==> src/rtl/seven_seg_scan_ctrl_pkg.sv <==
`default_nettype none
// +------------------------------------------------------------------+
// | seven_seg_scan_ctrl_pkg : shared state encoding, codes, helpers  |
// | Revision: 1.0                                                    |
// +------------------------------------------------------------------+
package seven_seg_scan_ctrl_pkg;

  typedef enum logic [1:0] {
    ST_IDLE  = 2'd0,
    ST_GUARD = 2'd1,
    ST_SHOW  = 2'd2
  } scan_state_e;

  localparam logic [3:0] BLANK_CODE = 4'hF;

  // Width needed to count 0..value-1, never less than one bit.
  function automatic int clog2(input int value);
    int result;
    int v;
    result = 0;
    v      = value - 1;
    while (v > 0) begin
      result = result + 1;
      v      = v >> 1;
    end
    if (result < 1) begin
      result = 1;
    end
    return result;
  endfunction

  function automatic int max2(input int a, input int b);
    return (a > b) ? a : b;
  endfunction

endpackage
`default_nettype wire

==> src/rtl/seven_seg_scan_ctrl_lz_mask_gen.sv <==
`default_nettype none
// +------------------------------------------------------------------+
// | lz_mask_gen : leading-zero blank mask from shadow BCD digits     |
// | Revision: 1.0                                                    |
// +------------------------------------------------------------------+
module lz_mask_gen
  import seven_seg_scan_ctrl_pkg::*;
#(
  parameter int NUM_DIGITS = 6
) (
  input  logic [4*NUM_DIGITS-1:0] digits,
  input  logic                    lz_blank,
  output logic [NUM_DIGITS-1:0]   blank_mask
);

  // zero_run[i]: digit i and every more significant digit are zero.
  logic [NUM_DIGITS-1:1] zero_run;

  generate
    for (genvar i = 1; i < NUM_DIGITS; i++) begin : g_digit
      if (i == NUM_DIGITS - 1) begin : g_msd
        assign zero_run[i] = lz_blank && (digits[4*i +: 4] == 4'h0);
      end else begin : g_lower
        assign zero_run[i] = zero_run[i+1] && (digits[4*i +: 4] == 4'h0);
      end
    end
  endgenerate

  // Units digit is always shown so a zero value still reads "0".
  assign blank_mask = {zero_run, 1'b0};

endmodule
`default_nettype wire

==> src/rtl/seven_seg_scan_ctrl.sv <==
`default_nettype none
// +------------------------------------------------------------------+
// | seven_seg_scan_ctrl : multiplexed 7-seg scanner with guard gaps  |
// | Revision: 1.0                                                    |
// +------------------------------------------------------------------+
module seven_seg_scan_ctrl
  import seven_seg_scan_ctrl_pkg::*;
#(
  parameter int NUM_DIGITS   = 6,
  parameter int SHOW_CYCLES  = 50000,
  parameter int GUARD_CYCLES = 16
) (
  input  logic                    clk,
  input  logic                    reset,
  input  logic                    enable,
  input  logic [4*NUM_DIGITS-1:0] digits_in,
  input  logic                    lz_blank,
  input  logic                    update_req,
  output logic                    update_ack,
  output logic [3:0]              bcd_out,
  output logic [NUM_DIGITS-1:0]   digit_en_n,
  output logic                    frame_done
);

  localparam int CNT_W = clog2(max2(SHOW_CYCLES, GUARD_CYCLES));
  localparam int IDX_W = clog2(NUM_DIGITS);

  localparam logic [CNT_W-1:0] C_SHOW_LAST  = CNT_W'(SHOW_CYCLES - 1);
  localparam logic [CNT_W-1:0] C_GUARD_LAST = CNT_W'(GUARD_CYCLES - 1);
  localparam logic [IDX_W-1:0] C_IDX_TOP    = IDX_W'(NUM_DIGITS - 1);

  scan_state_e               state_q, state_d;
  logic [IDX_W-1:0]          idx_q, idx_d;
  logic [CNT_W-1:0]          cnt_q, cnt_d;
  logic [4*NUM_DIGITS-1:0]   shadow_q, shadow_d;
  logic                      lz_q, lz_d;
  logic                      pend_q, pend_d;
  logic [3:0]                bcd_out_q, bcd_out_d;
  logic [NUM_DIGITS-1:0]     digit_en_n_q, digit_en_n_d;
  logic                      frame_done_q, frame_done_d;
  logic                      update_ack_q, update_ack_d;

  logic                      frame_end;
  logic                      load;
  logic [NUM_DIGITS-1:0]     blank_mask;

  lz_mask_gen #(
    .NUM_DIGITS (NUM_DIGITS)
  ) u_lz_mask_gen (
    .digits     (shadow_q),
    .lz_blank   (lz_q),
    .blank_mask (blank_mask)
  );

  // Sequencing: slot = GUARD_CYCLES blank clocks then SHOW_CYCLES lit clocks.
  always_comb begin
    state_d   = state_q;
    idx_d     = idx_q;
    cnt_d     = cnt_q;
    frame_end = 1'b0;
    if (!enable) begin
      state_d = ST_IDLE;
      idx_d   = C_IDX_TOP;
      cnt_d   = '0;
    end else begin
      case (state_q)
        ST_IDLE: begin
          state_d = ST_GUARD;
          idx_d   = C_IDX_TOP;
          cnt_d   = '0;
        end
        ST_GUARD: begin
          if (cnt_q == C_GUARD_LAST) begin
            state_d = ST_SHOW;
            cnt_d   = '0;
          end else begin
            cnt_d = cnt_q + 1'b1;
          end
        end
        ST_SHOW: begin
          if (cnt_q == C_SHOW_LAST) begin
            state_d = ST_GUARD;
            cnt_d   = '0;
            if (idx_q == '0) begin
              idx_d     = C_IDX_TOP;
              frame_end = 1'b1;
            end else begin
              idx_d = idx_q - 1'b1;
            end
          end else begin
            cnt_d = cnt_q + 1'b1;
          end
        end
        default: begin
          state_d = ST_IDLE;
          idx_d   = C_IDX_TOP;
          cnt_d   = '0;
        end
      endcase
    end
  end

  // A request seen mid-frame is held pending until the next frame boundary.
  assign load = (update_req || pend_q) && (frame_end || (state_q == ST_IDLE));

  always_comb begin
    shadow_d     = shadow_q;
    lz_d         = lz_q;
    pend_d       = (pend_q || update_req) && !load;
    update_ack_d = load;
    frame_done_d = frame_end;
    if (load) begin
      shadow_d = digits_in;
      lz_d     = lz_blank;
    end
  end

  // Outputs are derived from the next state so anode and code switch together.
  always_comb begin
    digit_en_n_d = '1;
    bcd_out_d    = BLANK_CODE;
    if (state_d == ST_SHOW) begin
      for (int i = 0; i < NUM_DIGITS; i++) begin
        if (idx_d == IDX_W'(i)) begin
          digit_en_n_d[i] = 1'b0;
          bcd_out_d       = blank_mask[i] ? BLANK_CODE : shadow_q[4*i +: 4];
        end
      end
    end
  end

  always_ff @(posedge clk) begin
    if (reset) begin
      state_q      <= ST_IDLE;
      idx_q        <= C_IDX_TOP;
      cnt_q        <= '0;
      shadow_q     <= '0;
      lz_q         <= 1'b0;
      pend_q       <= 1'b0;
      bcd_out_q    <= BLANK_CODE;
      digit_en_n_q <= '1;
      frame_done_q <= 1'b0;
      update_ack_q <= 1'b0;
    end else begin
      state_q      <= state_d;
      idx_q        <= idx_d;
      cnt_q        <= cnt_d;
      shadow_q     <= shadow_d;
      lz_q         <= lz_d;
      pend_q       <= pend_d;
      bcd_out_q    <= bcd_out_d;
      digit_en_n_q <= digit_en_n_d;
      frame_done_q <= frame_done_d;
      update_ack_q <= update_ack_d;
    end
  end

  assign bcd_out    = bcd_out_q;
  assign digit_en_n = digit_en_n_q;
  assign frame_done = frame_done_q;
  assign update_ack = update_ack_q;

endmodule
`default_nettype wire

==> config.mk <==
export PLATFORM = sky130hd
export DESIGN_NAME = seven_seg_scan_ctrl
export DESIGN_NICKNAME = d
export VERILOG_FILES = /design/src/rtl/seven_seg_scan_ctrl_pkg.sv /design/src/rtl/seven_seg_scan_ctrl_lz_mask_gen.sv /design/src/rtl/seven_seg_scan_ctrl.sv
export SDC_FILE = /design/constraint.sdc
export NUM_CORES = 1
export LEC_CHECK = 0
export CAP_MARGIN = 20
export CORE_MARGIN = 8
export CORE_UTILIZATION = 54
export DETAILED_ROUTE_END_ITERATION = 10
export PLACE_DENSITY = 0.85
export SLEW_MARGIN = 20
export SYNTH_ARGS = -nofsm -noshare
export SYNTH_HDL_FRONTEND = slang
export SYNTH_HIERARCHICAL = 1
export SYNTH_SLANG_ARGS = --single-unit
export TNS_END_PERCENT = 10
==> constraint.sdc <==
create_clock -name clk -period 3.5 [get_ports clk]
set_input_delay 0.35 -clock clk [delete_from_list [all_inputs] [get_ports clk]]
set_output_delay 0.35 -clock clk [all_outputs]
set_load 0.02 [all_outputs]
==> metrics.md <==
| Metric | Value |
|---|---|
| Clock power frac | `0.422` |
| Final Max Slew Viols | `0` |
| Mapped Cells | `between 300 and 400` |
| Flop2flop setup slack | `0.69 ns` |
| Crit path cell chain | `or4_4 -> or4_4 -> o211ai_2 -> mux2_2 -> o32a_1 -> nand4_1` |
| CTS H-Tree Depth | `3` |
| Final min period | `2.81 ns` |
| Largest net degree at the start of global routing | `31` |
| CTS clk-pin slew, worst paths | `about 0.06 ns` |
| Max_slew headroom | `0.595` |
| Worst path most repeated cell | `or4_4` |
| GP Congestion | `0.935` |
| Post-synth EDFFs | `0` |
| Min-delay worst type | `reg -> reg` |
| Area contributors post-synth | `dfxtp_1, nand2_1, nor2_1, a21oi_1, xnor2_1` |
| First-pass GRT wire length | `approximately 11 mm` |
| DRT iter0 DRCs | `158` |
| Number of fill cells | `439` |
| P_int | `about 0.0011 W` |
| Critical path type | `reg -> reg` |
| Seq/Total Area, Yosys | `0.412` |
| Placed Instances | `about 440` |
| CP Data Arrival Time | `about 3 ns` |
| Sw frac | `0.228` |
| R2r startpoint | `cnt_q[4]$_SDFF_PP0_` |
| Setup tns final | `0 ns` |
| RSZ-0062 raised after global routing | `no` |
| IO Pins | `approximately 40` |
| Syn avg cell area | `between 8 and 9 um2` |
| Least-Margin Pin Slew | `approximately 0.60 ns` |
| Hold_buf cts | `0` |
| Critical path depth | `6` |
| Tot GR Track Use | `0.184` |
| Hold Vio Cnt, Final | `0` |
| Post-synthesis register bit count | `between 50 and 60` |
| Setup crit end | `bcd_out[2]$_SDFF_PP1_` |
| Core area | `between 5000 and 6000 um2` |
| Share of cells above drive strength 1 | `0.0982` |
| Congestion Overflow GR | `0` |
| Clk sinks | `59` |
| Cts repair resizes | `0` |
| Final worst path period share | `0.802` |
| Die H | `88.9 um` |
| WL final | `~6.6 mm` |
| Drt pass-1 iters | `4` |
| Top-count cell post-synth | `nand2_1` |
| Area Growth Syn to Fin | `21.6%` |
| Gate power share | `0.099` |
| Initial antenna violation count | `0` |
| Fraction of registers with async set/reset | `0` |
| Max-Cap Viols | `0` |
| Die area | `slightly below 8000 um2` |
| Detailed-route vias per instance | `between 5 and 6` |
| Antenna diodes | `0` |
| Buffer count from post-CTS setup fixing | `0` |
| Pleak | `~1.3 nW` |
| CP max stage cell | `or4_4` |
| DRC Markers | `0` |
| R2R Path End | `bcd_out[2]$_SDFF_PP1_` |
| Synth Flop Type | `dfxtp_1` |
| # rows | `26` |
| Pwr dens | `approximately 420 nW/um2` |
| Yosys top cell area share | `0.412` |
| Wire per inst | `roughly 14 um` |
| Crit. Startpoint | `cnt_q[4]$_SDFF_PP0_` |
| Net switching power | `0.000338 W` |
| Final ANT Viol Nets | `0` |
| Family with the most delay on the worst path | `simple AND/OR/NAND/NOR gates` |
| Synthesis Warnings | `6` |
| Largest stage delay, worst path | `0.61 ns` |
| Syn Nets | `roughly 380` |
| TritonCTS clock tree | `done` |
| Post-DP HPWL | `4.92 mm` |
| Vias in the first global route | `between 2k and 2.5k` |
| Register-to-Register Path Depth | `6` |
| Crit Path Max Fanout | `8` |
| Reg power frac | `0.479` |
| CP required | `~3.8 ns` |
| Worst Setup End Kind | `flop` |
| VDD IR-drop max | `around 0.25 mV` |
| Synth top cells by count | `nand2_1, dfxtp_1, nor2_1` |
| Clock Root Buffer | `clkbuf_8` |
| # setup viols final | `0` |
| Layout Nets | `~420` |
| Number of buffers created by CTS | `9` |
| Die width | `88.9 um` |
| Status | `complete, no violations` |
| Yosys cell types | `53` |
| Initial cell density of the core | `0.561` |
| Via Count | `around 2.6k` |
| Post-Syn Area | `~2900 um2` |
| Post-route insts no fill | `457` |
| Max Root-Sink Buffers | `2` |
| Clk_lat worst skew | `around 0.32 ns` |
| Fmax | `between 0.3 and 0.4 GHz` |
| Port Buffer Count | `40` |
| Cell taking the most area after synthesis | `dfxtp_1` |
| Setup crit start kind | `flop` |
| Buffers & Inverters on Critical Path | `0` |
| Skew final | `0.00434 ns` |
[power by group through the flow]
stage	logic, W	clock network, W	registers, W
5_1_grt	0.000165	0.000670	0.000712
6_report	0.000147	0.000625	0.000709
3_5_place_dp	0.000146	0	0.000724
2_1_floorplan	0.0000928	0	0.000720
3_3_place_gp	0.000144	0	0.000723
4_1_cts	0.000147	0.000634	0.000709
[cell type report]
type	count	area, um2	area share
clock buffers	12	165	0.0473
clock inverters	2	35.0	0.0100
inverters	4	15.0	0.00430
multi-input cells	268	1590	0.456
flip-flops and latches	59	1180	0.339
well taps	70	87.6	0.0251
repair buffers	42	415	0.119
[stage by stage]
| step | worst slack (ns) | utilization | area [um2] | hold WS, ns | power (W) |
|---|---|---|---|---|---|
| final | 0.693 | 0.683 | 3490 | 0.435 | 0.00148 |
| after CTS | 0.708 | 0.683 | 3490 | 0.443 | 0.00149 |
| after global routing | 0.542 | 0.683 | 3490 | 0.464 | 0.00155 |
| after floorplan | 0.803 | - | 2870 | 0.413 | 0.000812 |
| after detailed placement | 0.731 | 0.644 | 3290 | 0.432 | 0.000870 |
| after global placement | 0.764 | 0.644 | 3290 | 0.424 | 0.000866 |
[routing by layer]
| metal | vias up | global-route usage | part of all wire |
|---|---|---|---|
| met5 | - | 0 | 0 |
| met4 | 0 | 0.0661 | 0.013 |
| met3 | 9 | 0.0483 | 0.037 |
| met2 | 47 | 0.294 | 0.48 |
| met1 | 1204 | 0.231 | 0.47 |
| li1 | 1306 | - | - |
[logic make-up (layout without fill, tap and decap cells)]
family | count (synthesis) | in the layout | synth area share
flops | 59 | 59 | 0.412
compound gates | 62 | 62 | 0.148
mux | 5 | 5 | 0.0192
fa+ha+maj | 5 | 5 | 0.0218
xor+xnor | 14 | 14 | 0.0428
buf+inv | 23 | 60 | 0.0340
other cells | 1 | 1 | 0.00131
simple gates | 181 | 181 | 0.321
[cells in the final DEF, fill, tap and decap left out, types with 9 or more instances in the layout]
cell             instances
nand2_1                 64
dfxtp_1                 59
clkdlybuf4s50_1         40
nor2_1                  38
a21oi_1                 27
clkbuf_8                12
nand3_1                 10
and3_1                   9
xnor2_1                  9
[sequential cells by signal, indices dropped and copies added (netlist names)]
signal	flops
idx_q	3
shadow_q	24
update_ack	1
pend_q	1
lz_q	1
frame_done	1
bcd_out	4
cnt_q	16
state_q	2
digit_en_n	6
[worst min path at each step]
stage,start,endpoint,cells past startpoint
after floorplan,cnt_q[0]$_SDFF_PP0_,cnt_q[0]$_SDFF_PP0_,1
after global placement,cnt_q[0]$_SDFF_PP0_,cnt_q[0]$_SDFF_PP0_,1
after detailed placement,cnt_q[0]$_SDFF_PP0_,cnt_q[0]$_SDFF_PP0_,1
after CTS,cnt_q[0]$_SDFF_PP0_,cnt_q[0]$_SDFF_PP0_,1
after global routing,cnt_q[0]$_SDFF_PP0_,cnt_q[0]$_SDFF_PP0_,1
final,cnt_q[0]$_SDFF_PP0_,cnt_q[0]$_SDFF_PP0_,1
No activity file was read; power rests on OpenSTA's default activity.
